`config.mk`:
```
export PLATFORM = sky130hd
export DESIGN_NAME = int_mult_seq
export DESIGN_NICKNAME = d
export VERILOG_FILES = /design/src/rtl/int_mult_seq.sv
export SDC_FILE = /design/constraint.sdc
export NUM_CORES = 1
export LEC_CHECK = 0
export CORE_UTILIZATION = 55
export DETAILED_ROUTE_END_ITERATION = 16
export MAX_ROUTING_LAYER = met4
export PLACE_DENSITY = 0.72
export SETUP_SLACK_MARGIN = 0.02
export SYNTH_ARGS = -nofsm -noshare
export SYNTH_HDL_FRONTEND = slang
export SYNTH_SLANG_ARGS = --single-unit
```
`constraint.sdc`:
```
create_clock -name clk -period 7.5 [get_ports clk]
set_clock_uncertainty 0.05 [all_clocks]
set_input_delay 1.5 -clock clk [delete_from_list [all_inputs] [get_ports clk]]
set_output_delay 1.5 -clock clk [all_outputs]
set_load 0.01 [all_outputs]
```
`src/rtl/int_mult_seq.sv`:
```
// int_mult_seq: iterative shift-add multiplier, signed/unsigned, full double-width product.
// One operation in flight; valid/ready handshakes on input and output.
module int_mult_seq #(
    parameter int DATA_WIDTH     = 32,
    parameter int BITS_PER_CYCLE = 2
) (
    input  logic                    clk,
    input  logic                    rst,
    input  logic                    in_valid,
    output logic                    in_ready,
    input  logic [DATA_WIDTH-1:0]   m_cand,
    input  logic [DATA_WIDTH-1:0]   m_plier,
    input  logic                    is_signed,
    output logic                    out_valid,
    input  logic                    out_ready,
    output logic [2*DATA_WIDTH-1:0] result
);
    localparam int N  = DATA_WIDTH / BITS_PER_CYCLE;
    localparam int CW = $clog2(N + 1);
    localparam int PW = 2 * DATA_WIDTH;
    typedef enum logic [1:0] {IDLE, BUSY, FIX, DONE} state_t;
    state_t                state_q, state_d;
    logic [DATA_WIDTH-1:0] op_a_q, op_a_d, op_b_q, op_b_d;
    logic [PW-1:0]         acc_q, acc_d, result_q, result_d, pp;
    logic [CW-1:0]         cnt_q, cnt_d;
    logic                  neg_q, neg_d;
    logic                  last;
    assign in_ready  = state_q == IDLE;
    assign out_valid = state_q == DONE;
    assign result    = result_q;
    assign last      = cnt_q == CW'(N - 1);
    // Partial product of the magnitude with the low multiplier digit, placed at its digit weight
    assign pp = ({{DATA_WIDTH{1'b0}}, op_a_q} * {{(PW-BITS_PER_CYCLE){1'b0}}, op_b_q[BITS_PER_CYCLE-1:0]})
                << (int'(cnt_q) * BITS_PER_CYCLE);
    always_comb begin
        state_d  = state_q;
        op_a_d   = op_a_q;
        op_b_d   = op_b_q;
        acc_d    = acc_q;
        cnt_d    = cnt_q;
        neg_d    = neg_q;
        result_d = result_q;
        case (state_q)
            IDLE: if (in_valid) begin
                op_a_d  = (is_signed && m_cand[DATA_WIDTH-1]) ? -m_cand : m_cand;
                op_b_d  = (is_signed && m_plier[DATA_WIDTH-1]) ? -m_plier : m_plier;
                neg_d   = is_signed & (m_cand[DATA_WIDTH-1] ^ m_plier[DATA_WIDTH-1]);
                acc_d   = '0;
                cnt_d   = '0;
                state_d = BUSY;
            end
            BUSY: begin
                acc_d   = acc_q + pp;
                op_b_d  = op_b_q >> BITS_PER_CYCLE;
                cnt_d   = cnt_q + 1'b1;
                state_d = last ? FIX : BUSY;
            end
            FIX: begin
                result_d = neg_q ? -acc_q : acc_q;
                state_d  = DONE;
            end
            DONE:    state_d = out_ready ? IDLE : DONE;
            default: state_d = IDLE;
        endcase
    end
    always_ff @(posedge clk or posedge rst) begin
        if (rst) begin
            state_q  <= IDLE;
            op_a_q   <= '0;
            op_b_q   <= '0;
            acc_q    <= '0;
            cnt_q    <= '0;
            neg_q    <= 1'b0;
            result_q <= '0;
        end else begin
            state_q  <= state_d;
            op_a_q   <= op_a_d;
            op_b_q   <= op_b_d;
            acc_q    <= acc_d;
            cnt_q    <= cnt_d;
            neg_q    <= neg_d;
            result_q <= result_d;
        end
    end
endmodule
```
* Word level (Yosys, flattened, before mapping)
Index checks and enable logic that the tools add are counted.
Cells by class: $add $sub $neg 5, $mul 1, equal/unequal tests 5, shift operators 1, muxes and demuxes 13, bitwise gates (word level) 2, reduce and logical (&&, ||, !) cells 6
Operators with widths (number):
- 2-to-1 mux 64 bit | 2
- case mux 64 bit (2 select lines) | 1
- 2-to-1 mux 32 bit | 3
- adder 64 bit | 1
- negation 32 bit | 2
- negation 64 bit | 1
- case mux 32 bit (2 select lines) | 1
- left shift 34 x 6 -> 64 bit | 1
- multiplier 32 x 2 -> 34 bit | 1
- case mux 5 bit (2 select lines) | 1
- case mux 2 bit (4 select lines) | 1
- 2-to-1 mux 2 bit | 3
- adder 5 x 1 -> 5 bit (second input constant) | 1
- equality test 5 x 4 -> 1 bit (second input constant) | 1
- 2-to-1 mux 5 bit | 1
- equality test 2 bit (second input constant) | 2
- AND reduction 2 bit | 2
- equality test 2 x 1 -> 1 bit (second input constant) | 1
- logical AND 1 bit | 2
- zero test 2 bit | 1
- inequality test 2 bit (second input constant) | 1
- nonzero test 2 bit | 1
- AND 1 bit | 1
- XOR 1 bit | 1
Storage, ports and cells: register bits after elaboration 200, input bits 69, output and inout bits 66

* Logic depth before layout (Yosys ltp)
Gate-level depths: netlist of run 1.
word-level depth 4, gate-level depth with buffers 32, depth with buffers taken out 29

* Least setup slack after synthesis of run 1
No wires, ideal clock.
kind register to register, start point register op_b_q[0], end point register acc_q[56], setup time 0.122 ns, arrival 6.594 ns, data required time 7.328 ns, slack 0.734 ns, cell stages (with the launch flop) 32, path buffers 2, clock period less this slack 6.766 ns, path through dfrtp_1 -> clkbuf_1 -> clkbuf_1 -> and2_1 -> ha_1 -> inv_1 -> fa_1 -> nor2b_1 -> o31ai_1 -> a21o_1 -> a2111oi_0 -> o21ai_0 -> a311o_1 -> o21ai_0 -> nand2_1 -> o21ai_0 -> a21o_1 -> o21ai_0 -> o22ai_1 -> ha_1 -> a21oi_1 -> o21ai_0 -> a21o_1 -> a21o_1 -> a21o_1 -> a221o_1 -> a21o_1 -> a31oi_1 -> o31ai_1 -> o21a_1 -> or3_1 -> a32o_1
Between the ends: longest elaborated chain between the ends 4
RTL lines:
- from (decl) | line 23 | logic [DATA_WIDTH-1:0] op_a_q, op_a_d, op_b_q, op_b_d;
- from (signal assigned) | line 78 | op_b_q <= op_b_d;
- multiplier 32 x 2 -> 34 bit | line 33 | assign pp = ({{DATA_WIDTH{1'b0}}, op_a_q} * {{(PW-BITS_PER_CYCLE){1'b0}}, op_b_q[BITS_PER_CYCLE-1:0]})
- left shift 34 x 6 -> 64 bit | line 33
- adder 64 bit | line 53 | acc_d = acc_q + pp;
- case mux 64 bit (2 select lines) | line 43 | case (state_q)
- to (signal assigned) | line 71 | acc_q <= '0;
- to (signal assigned) | line 79 | acc_q <= acc_d;
- to (decl) | line 24 | logic [PW-1:0] acc_q, acc_d, result_q, result_d, pp;
No other way between the ends. A chain may end at the register's enable or synchronous reset.

* Worst setup path in the final report of run 1
start point register op_b_q[1], end point register acc_q[56]
The elaborated chain is that of the path after synthesis.

==> metrics.sh, run 1 <==
STATUS='finished, final reports clean'
SYNTH-SIMPLE-AREA-SHARE=0.2087
GRT_OVERFLOW=0
POSTSYNTH.ASYNCRESETSHARE=1.000
CLK_LATENCY_PS=460
DRC_ERRORS=0
SETUP_SLACK_AFTER_LAYOUT_PS=456.2
POST-PLACE-WS_PS=263.5
SLOWEST_DELAY_PS=410
HOLD_BUFFERS=0
VDD_DROP_MAX_uV=222.2
FRACTION_OF_THE_YOSYS_AREA_TAKEN_BY_SEQUENTIAL_CELLS=0.2793
MIN_PERIOD_OVER_PERIOD=0.9392
SYNTH_FF_TYPE='dfrtp_1'
FLOORPLAN.ROWS=65
FILLER_CELL_COUNT=2847
VIA_COUNT=16960
CP_SLOWEST_CELL='or3_1'
MAX-CAP-VIOLATIONS=0
CRIT_REQUIRED_PS=7800
DRT_ITER0_MARKERS=1397
CRIT_PATH_START_KIND='register'
GRT.MET3_USAGE=0.03293
REGAREA_SQ_UM=5006
SWITCHING_SHARE=0.5031
CTS_TREE='built'
GR-USAGE-ALL-LAYERS=0.3112
CTS.SINK_COUNT=200
SYNTH_WARNINGS=0
FINAL_NETS=2514
WORST_SLEW_PIN_SLEW_PS=1123
WORSTSETUPPATHTYPE='register to register'
CLOCK_PIN_SLEW_OF_THE_REGISTERS_ON_THE_WORST_CASE_SETUP_AND_HOLD_PATHS_PS=70
ANT_NETS=0
AVGSYNTHCELLAREA_SQ_UM=7.774
MET2_CAPACITY_USAGE_DURING_GLOBAL_ROUTING=0.4969
HIGHEST_NET_FANOUT_ALONG_THE_WORST_PATH=32
SETUP_VIOL=0
DRT-WIRELENGTH-PER-CELL_UM=17.72
P_COMB_FRAC=0.678
TOTALWIRELENGTH_UM=49450
MULTI_INPUT_AREA_SQ_UM=12270
HEADROOM_TO_THE_MAX_SLEW_LIMIT=0.2514
VIAS_PER_CELL=6.076
MAPPEDNETLISTNETS=2476
SYNTH-COMPOUND-AREA-SHARE=0.2744
DR.PASS1.ITERS=5
SYNTHMUXAREASHARE=0.02891
SYNTHESIS.INSTANCES=2305
SLEW_VIOL_FINAL=0
DIEHEIGHT_UM=182.5
LEAKAGEPOWER_uW=0.008709
DETAILED_PLACE_HPWL_UM=37340
CLOCK_TREE.ROOT_CELL='clkbuf_16'
MAX_FREQ_GHz=0.1420
YOSYS.AREA.TOP_TYPE='dfrtp_1'
GRT_MOST_USED_LAYER='met2'
PLACEDINSTANCEAREA_SQ_UM=19540
VIA_COUNT_OF_THE_FIRST_GLOBAL_ROUTING_PASS=15890
CLOCK_TREE.HTREE_LEVEL_COUNT=4
SYNTH.DISTINCT_CELLS=79
SYNTH-XOR-AREA-SHARE=0.09678
REG2REG_SLACK_PS=460
SYNTH_EDF_COUNT=0
CHIPWIDTH_UM=182.5
WORST-ENDPOINT-ARRIVAL_PS=7350
ANTENNA_FOUND_INITIAL=0
DRIVE_ABOVE_1_SHARE=0.05265
GRT_USE_MET1=0.4049
NON_FILLER_CELL_AREA_FINAL_SQ_UM=20210
POST_SYNTH_MAIN_AREA_CONTRIBUTORS='dfrtp_1 (28%), o21ai_0 (9.4%), ha_1 (7.0%)'
MAX-CLOCK-PATH-BUFFERS=2
LARGEST_FAMILY_OF_LOGIC_CELLS_BY_SYNTHESIZED_AREA='compound AO/OA/AOI/OAI gates'
NUMBER_OF_BUFFERS_CREATED_BY_CTS=17
COMMONEST_NON_FILL_NON_TAP_CELL_IN_THE_LAYOUT='o21ai_0'
POWER.SHARE.SEQUENTIAL=0.223
POWER_REPORT.INTERNAL_TOTAL_uW=4825
PIN_COUNT_OF_THE_BIGGEST_NET_ENTERING_GLOBAL_ROUTING=123
POWER_FRAC_CLOCK=0.100
SYNTH_TOP_AREA_SHARE=0.2793
YS_FF_LATCH=200
END_KIND='register'
REPORT.FINAL.HOLD_VIOL_COUNT=0
IO-PIN-COUNT=135
FLOORPLAN.INITIALDENSITY=0.5635
PLACE_CONGESTION=1.011
CELL_SEEN_MOST_OFTEN_AMONG_CRITICAL_PATH_STAGES='a21oi_1'
TOTAL_SWITCHING_POWER_uW=4886
POWER.DENSITY_CELL_AREA_nW_PER_UM2=480.4
POST_SYNTH_INSTANCE_AREA_SQ_UM=17920
SYNTH_ADDER_AREA_SHARE=0.07206
FIRST_PASS_GRT_WIRE_LENGTH_UM=81420
FINALWORSTPATHREQUIREDPERIOD_PS=7044
DESIGN.DIE.AREA_SQ_UM=33300
LAYOUT_COMMON_CELLS='o21ai_0 (331), nand2_1 (288), dfrtp_1 (199)'
LAYOUT-AREA-OVERHEAD-VS-SYNTH_PCT=12.81
PORTBUFFERS=134
COREAREA_SQ_UM=31800
HOLD_PATH.CLASS='register to register'
==> synth_stat cells, types with 4 or more instances <==
| cell | count |
|---|---|
| mux2_2 | 18 |
| ha_1 | 100 |
| buf_1 | 9 |
| a21oi_1 | 141 |
| o211ai_1 | 14 |
| o31ai_1 | 37 |
| or2_2 | 10 |
| a221oi_1 | 4 |
| clkbuf_1 | 142 |
| a211oi_1 | 14 |
| nor2_1 | 117 |
| o21a_1 | 17 |
| xnor2_1 | 60 |
| o21bai_1 | 10 |
| nor4_1 | 16 |
| a31oi_1 | 15 |
| xor2_1 | 138 |
| nand3_1 | 79 |
| inv_1 | 35 |
| or4_1 | 12 |
| nand2_1 | 289 |
| a21o_1 | 69 |
| a21boi_0 | 5 |
| mux2i_1 | 27 |
| a32o_1 | 5 |
| and4_1 | 7 |
| o41ai_1 | 14 |
| nor2b_1 | 11 |
| a311oi_1 | 6 |
| o22ai_1 | 12 |
| a22oi_1 | 35 |
| a22o_1 | 12 |
| or3_1 | 35 |
| dfrtp_1 | 200 |
| and2_1 | 96 |
| o21ai_0 | 335 |
| o21ai_1 | 5 |
| nor3_1 | 28 |
| nand2b_1 | 24 |
| nand4_1 | 18 |
| and3_1 | 14 |
==> power by group through the flow <==
| stage | registers, uW | clock network (uW) | logic, uW |
|---|---|---|---|
| final | 2160 | 968 | 6580 |
| after global routing | 2240 | 1020 | 7280 |
| after CTS | 2160 | 986 | 6510 |
| after detailed placement | 2180 | 0 | 6480 |
| after global placement | 2150 | 0 | 6400 |
| after floorplan | 2050 | 0 | 4670 |
==> critical path: cells and delay by family (launching register included) <==
family          cells  cell delay (ps)
flops               1              400
compound gates     15             3110
fa+ha+maj           2              780
buf+inv             2              400
simple gates        8             1780
mux                 2              410
==> through the flow <==
| stage | instances | total power, uW | hold WS, ps | util | setup TNS (ps) |
|---|---|---|---|---|---|
| finish | 2791 | 9711 | 426.3 | 0.6356 | 0 |
| global route | 2790 | 10550 | 451.4 | 0.6356 | -0.9388 |
| floorplan | 2305 | 6718 | 405.2 | - | 0 |
| CTS | 2787 | 9657 | 433.5 | 0.6335 | 0 |
| global placement | 2756 | 8547 | 410.2 | 0.6145 | 0 |
| detailed placement | 2756 | 8659 | 418.9 | 0.6145 | 0 |
==> metal layers <==
metal | vias to the layer above | routed length [um]
met4 | 0 | 1636
met2 | 470 | 22960
met1 | 7999 | 22960
met5 | - | 0
met3 | 76 | 1894
li1 | 8413 | -
==> timing repair <==
action / CTS / global route
resized for setup: 0 / 14
endpoints found under the hold margin: 0 / 0
setup endpoints to repair: 0 / 9
buffers inserted: 0 / 3
==> final cells by class <==
cell class / count / share of cell area
antenna: 1 / 0.0001238
tap: 435 / 0.02693
timing repair buffer: 171 / 0.08072
multi-input combinational: 1915 / 0.6072
clock buffer: 21 / 0.02278
sequential: 200 / 0.2477
clock inverter: 10 / 0.007119
inverter: 38 / 0.007428
==> state kept, by name, summed over array words and instances (netlist names) <==
register / cells
acc_q: 64
op_b_q: 32
state_q: 2
result: 64
cnt_q: 5
op_a_q: 32
neg_q: 1
==> logic make-up after synthesis <==
logic type | after synthesis
AO/OA/AOI/OAI | 798
AND/OR/NAND/NOR | 770
XOR/XNOR | 198
adder cells (fa/ha/maj) | 102
buffers and inverters | 190
flip-flops | 200
multiplexers | 47
==> worst paths after layout <==
kind	from	end	depth (start not counted)
min in group asynchronous	rst	result[6]$_DFFE_PP0N_	2
setup / recovery	op_b_q[1]$_DFFE_PP0P_	acc_q[56]$_DFFE_PP0P_	29
setup reg to reg	op_b_q[1]$_DFFE_PP0P_	acc_q[56]$_DFFE_PP0P_	29
hold / removal	result[35]$_DFFE_PP0N_	result[35]$_DFFE_PP0N_	2
max in group asynchronous	rst	acc_q[11]$_DFFE_PP0P_	3
hold reg to reg	result[35]$_DFFE_PP0N_	result[35]$_DFFE_PP0N_	2
No activity file was read; power rests on OpenSTA's default activity.
==> inputs of run 2 (changes only) <==
--- a/config.mk
+++ b/config.mk
@@ -5,11 +5,13 @@
 export SDC_FILE = /design/constraint.sdc
 export NUM_CORES = 1
 export LEC_CHECK = 0
+export CORE_MARGIN = 10
 export CORE_UTILIZATION = 55
 export DETAILED_ROUTE_END_ITERATION = 16
 export MAX_ROUTING_LAYER = met4
 export PLACE_DENSITY = 0.72
 export SETUP_SLACK_MARGIN = 0.02
+export SKIP_CTS_REPAIR_TIMING = 1
 export SYNTH_ARGS = -nofsm -noshare
 export SYNTH_HDL_FRONTEND = slang
 export SYNTH_SLANG_ARGS = --single-unit
==> metrics.sh, run 2 (synthesis gave the netlist of run 1 again) <==
PORTBUFFERS=134  # unchanged
CLOCK_TREE.ROOT_CELL='clkbuf_16'
SLEW_VIOL_FINAL=0  # unchanged
RSZ_0062_RAISED_AFTER_GLOBAL_ROUTING='true'
MAX-CAP-VIOLATIONS=0  # unchanged
TNS_PS=0  # unchanged
RR_ENDPOINT='acc_q[56]$_DFFE_PP0P_'
LEAKAGEPOWER_uW=0.008696  # -0.14%
VDD_DROP_MAX_uV=261.9  # +18%
TOTALWIRELENGTH_UM=51010  # +3.1%
POST-PLACE-WS_PS=277.8  # +14.36 ps
PLACEDINSTANCEAREA_SQ_UM=19580  # +0.21%
REG2REG_SLACK_PS=460  # about the same
IO-PIN-COUNT=135  # unchanged
CLOCK_PIN_SLEW_OF_THE_REGISTERS_ON_THE_WORST_CASE_SETUP_AND_HOLD_PATHS_PS=80  # about the same
CP_SLOWEST_CELL='o31ai_1'
FIRST_PASS_GRT_WIRE_LENGTH_UM=84030  # +3.2%
NUMBER_OF_BUFFERS_CREATED_BY_CTS=17  # unchanged
MIN_PERIOD_OVER_PERIOD=0.9393  # about the same
GR-USAGE-ALL-LAYERS=0.2561  # -0.05510
WORST_SLEW_PIN_SLEW_PS=1232  # +109.4 ps
PIN_COUNT_OF_THE_BIGGEST_NET_ENTERING_GLOBAL_ROUTING=106  # -14%
REPORT.FINAL.HOLD_VIOL_COUNT=0  # unchanged
MULTI_INPUT_AREA_SQ_UM=12280  # about the same
ANTENNA_FOUND_INITIAL=0  # unchanged
FLOORPLAN.INITIALDENSITY=0.5535  # -0.009953
GRT_OVERFLOW=0  # unchanged
FILLER_CELL_COUNT=2993  # +5.1%
HIGHEST_NET_FANOUT_ALONG_THE_WORST_PATH=9  # -72%
FINALWORSTPATHREQUIREDPERIOD_PS=7045  # +0.8470 ps
DIEHEIGHT_UM=200.5  # +9.9%
CTS_TREE='built'
PLACE_CONGESTION=1.012  # about the same
CRIT_PATH_START_KIND='register'
POWER.DENSITY_CELL_AREA_nW_PER_UM2=479.9  # -0.11%
VIAS_PER_CELL=6.037  # -0.64%
DESIGN.DIE.AREA_SQ_UM=40200  # +21%
SETUP_VIOL=0  # unchanged
DR.PASS1.ITERS=6  # +1
ANT_NETS=0  # unchanged
END_KIND='register'
DRC_ERRORS=0  # unchanged
SETUP_SLACK_AFTER_LAYOUT_PS=455.4  # -0.8470 ps
FINAL_NETS=2517  # +0.12%
DRT_ITER0_MARKERS=1349  # -3.4%
COREAREA_SQ_UM=32370  # +1.8%
LAYOUT_COMMON_CELLS='o21ai_0 (330), nand2_1 (288), dfrtp_1 (199)'
VIA_COUNT=16910  # -0.28%
R2R_START='op_a_q[0]$_DFFE_PP0P_'
NON_FILLER_CELL_AREA_FINAL_SQ_UM=20220  # about the same
DRT-WIRELENGTH-PER-CELL_UM=18.21  # +2.8%
FLOORPLAN.ROWS=66  # +1.5%
LAYOUT-AREA-OVERHEAD-VS-SYNTH_PCT=12.83  # about the same
HOLD_PATH.CLASS='register to register'
MAX-CLOCK-PATH-BUFFERS=2  # unchanged
CTS.SINK_COUNT=200  # unchanged
CHIPWIDTH_UM=200.5  # +9.9%
CLK_LATENCY_PS=480  # +20 ps
DRIVE_ABOVE_1_SHARE=0.05596  # +0.003302
DETAILED_PLACE_HPWL_UM=39350  # +5.4%
CRIT_PATH_END='acc_q[56]$_DFFE_PP0P_'
SLOWEST_DELAY_PS=660  # +250 ps
ANTENNA_CELLS=0  # -1
WORST-ENDPOINT-ARRIVAL_PS=7360  # about the same
WORSTSETUPPATHTYPE='register to register'
STATUS='finished, final reports clean'
VIA_COUNT_OF_THE_FIRST_GLOBAL_ROUTING_PASS=16180  # +1.9%
MAX_FREQ_GHz=0.1420  # about the same
CLOCK_TREE.HTREE_LEVEL_COUNT=4  # unchanged
CRIT_REQUIRED_PS=7820  # +20 ps
CP-STARTPOINT='op_a_q[0]$_DFFE_PP0P_'
R2R_CELLS=30  # +3.4%
HEADROOM_TO_THE_MAX_SLEW_LIMIT=0.1784  # -0.07294
REGAREA_SQ_UM=5006  # unchanged
COMMONEST_NON_FILL_NON_TAP_CELL_IN_THE_LAYOUT='o21ai_0'
## run 2: cell types whose count changed in the layout (fill, tap and decap cells not counted), sizes merged
cell,previous run,this run
buf,37,40
bufinv,3,1
diode,1,0
clkinvlp,2,4
clkbuf,21,17
inv,37,43
clkinv,6,5
## run 2: per-stage QoR
stage | util | hold WS [ps] | power (uW) | std cells
global placement | 0.6049 | 410.1 | 8587 | 2769
detailed placement | 0.6049 | 418.4 | 8689 | 2769
finish | 0.6245 | 426.4 | 9702 | 2801
floorplan | - | 405.2 | 6718 | 2305
CTS | 0.6231 | 434.9 | 9658 | 2801
global route | 0.6245 | 448.2 | 10580 | 2801
## run 2: critical path, delay by kind of cell (launching register included)
kind,cells,cell delay (ps)
AO/OA/AOI/OAI,16,3790
XOR/XNOR,1,220
adder cells (fa/ha/maj),3,1000
buffers and inverters,2,240
flip-flops,1,490
multiplexers,2,330
AND/OR/NAND/NOR,6,770
## run 2: metal layers
metal / up-vias / GRT usage / share of wire
met2: 412 / 0.4199 / 0.48
met4: 0 / 0.07168 / 0.021
li1: 8437 / - / -
met5: - / - / 0
met1: 7988 / 0.3264 / 0.46
met3: 73 / 0.03373 / 0.044
## run 2: report_power, final
part           switching [uW]  leakage, uW  internal, uW  total (uW)
Sequential                564      0.00250          1620        2190
Combinational            3890      0.00592          2680        6570
Clock                     475     0.000276           472         947
Total                    4930      0.00870          4770        9700
## run 2: cell type report
class,count,area share
inverters,38,0.007427
clock buffers,17,0.02104
well taps,442,0.02735
flip-flops and latches,200,0.2476
clock inverters,15,0.008046
multi-input cells,1915,0.6073
repair buffers,174,0.08120
## run 2: worst min-delay path by stage
| stage | startpoint | to | cells past startpoint |
|---|---|---|---|
| floorplan | op_a_q[10]$_DFFE_PP0P_ | op_a_q[10]$_DFFE_PP0P_ | 2 |
| global route | result[42]$_DFFE_PP0N_ | result[42]$_DFFE_PP0N_ | 2 |
| global placement | result[22]$_DFFE_PP0N_ | result[22]$_DFFE_PP0N_ | 2 |
| finish | result[18]$_DFFE_PP0N_ | result[18]$_DFFE_PP0N_ | 2 |
| CTS | result[32]$_DFFE_PP0N_ | result[32]$_DFFE_PP0N_ | 2 |
| detailed placement | result[19]$_DFFE_PP0N_ | result[19]$_DFFE_PP0N_ | 2 |
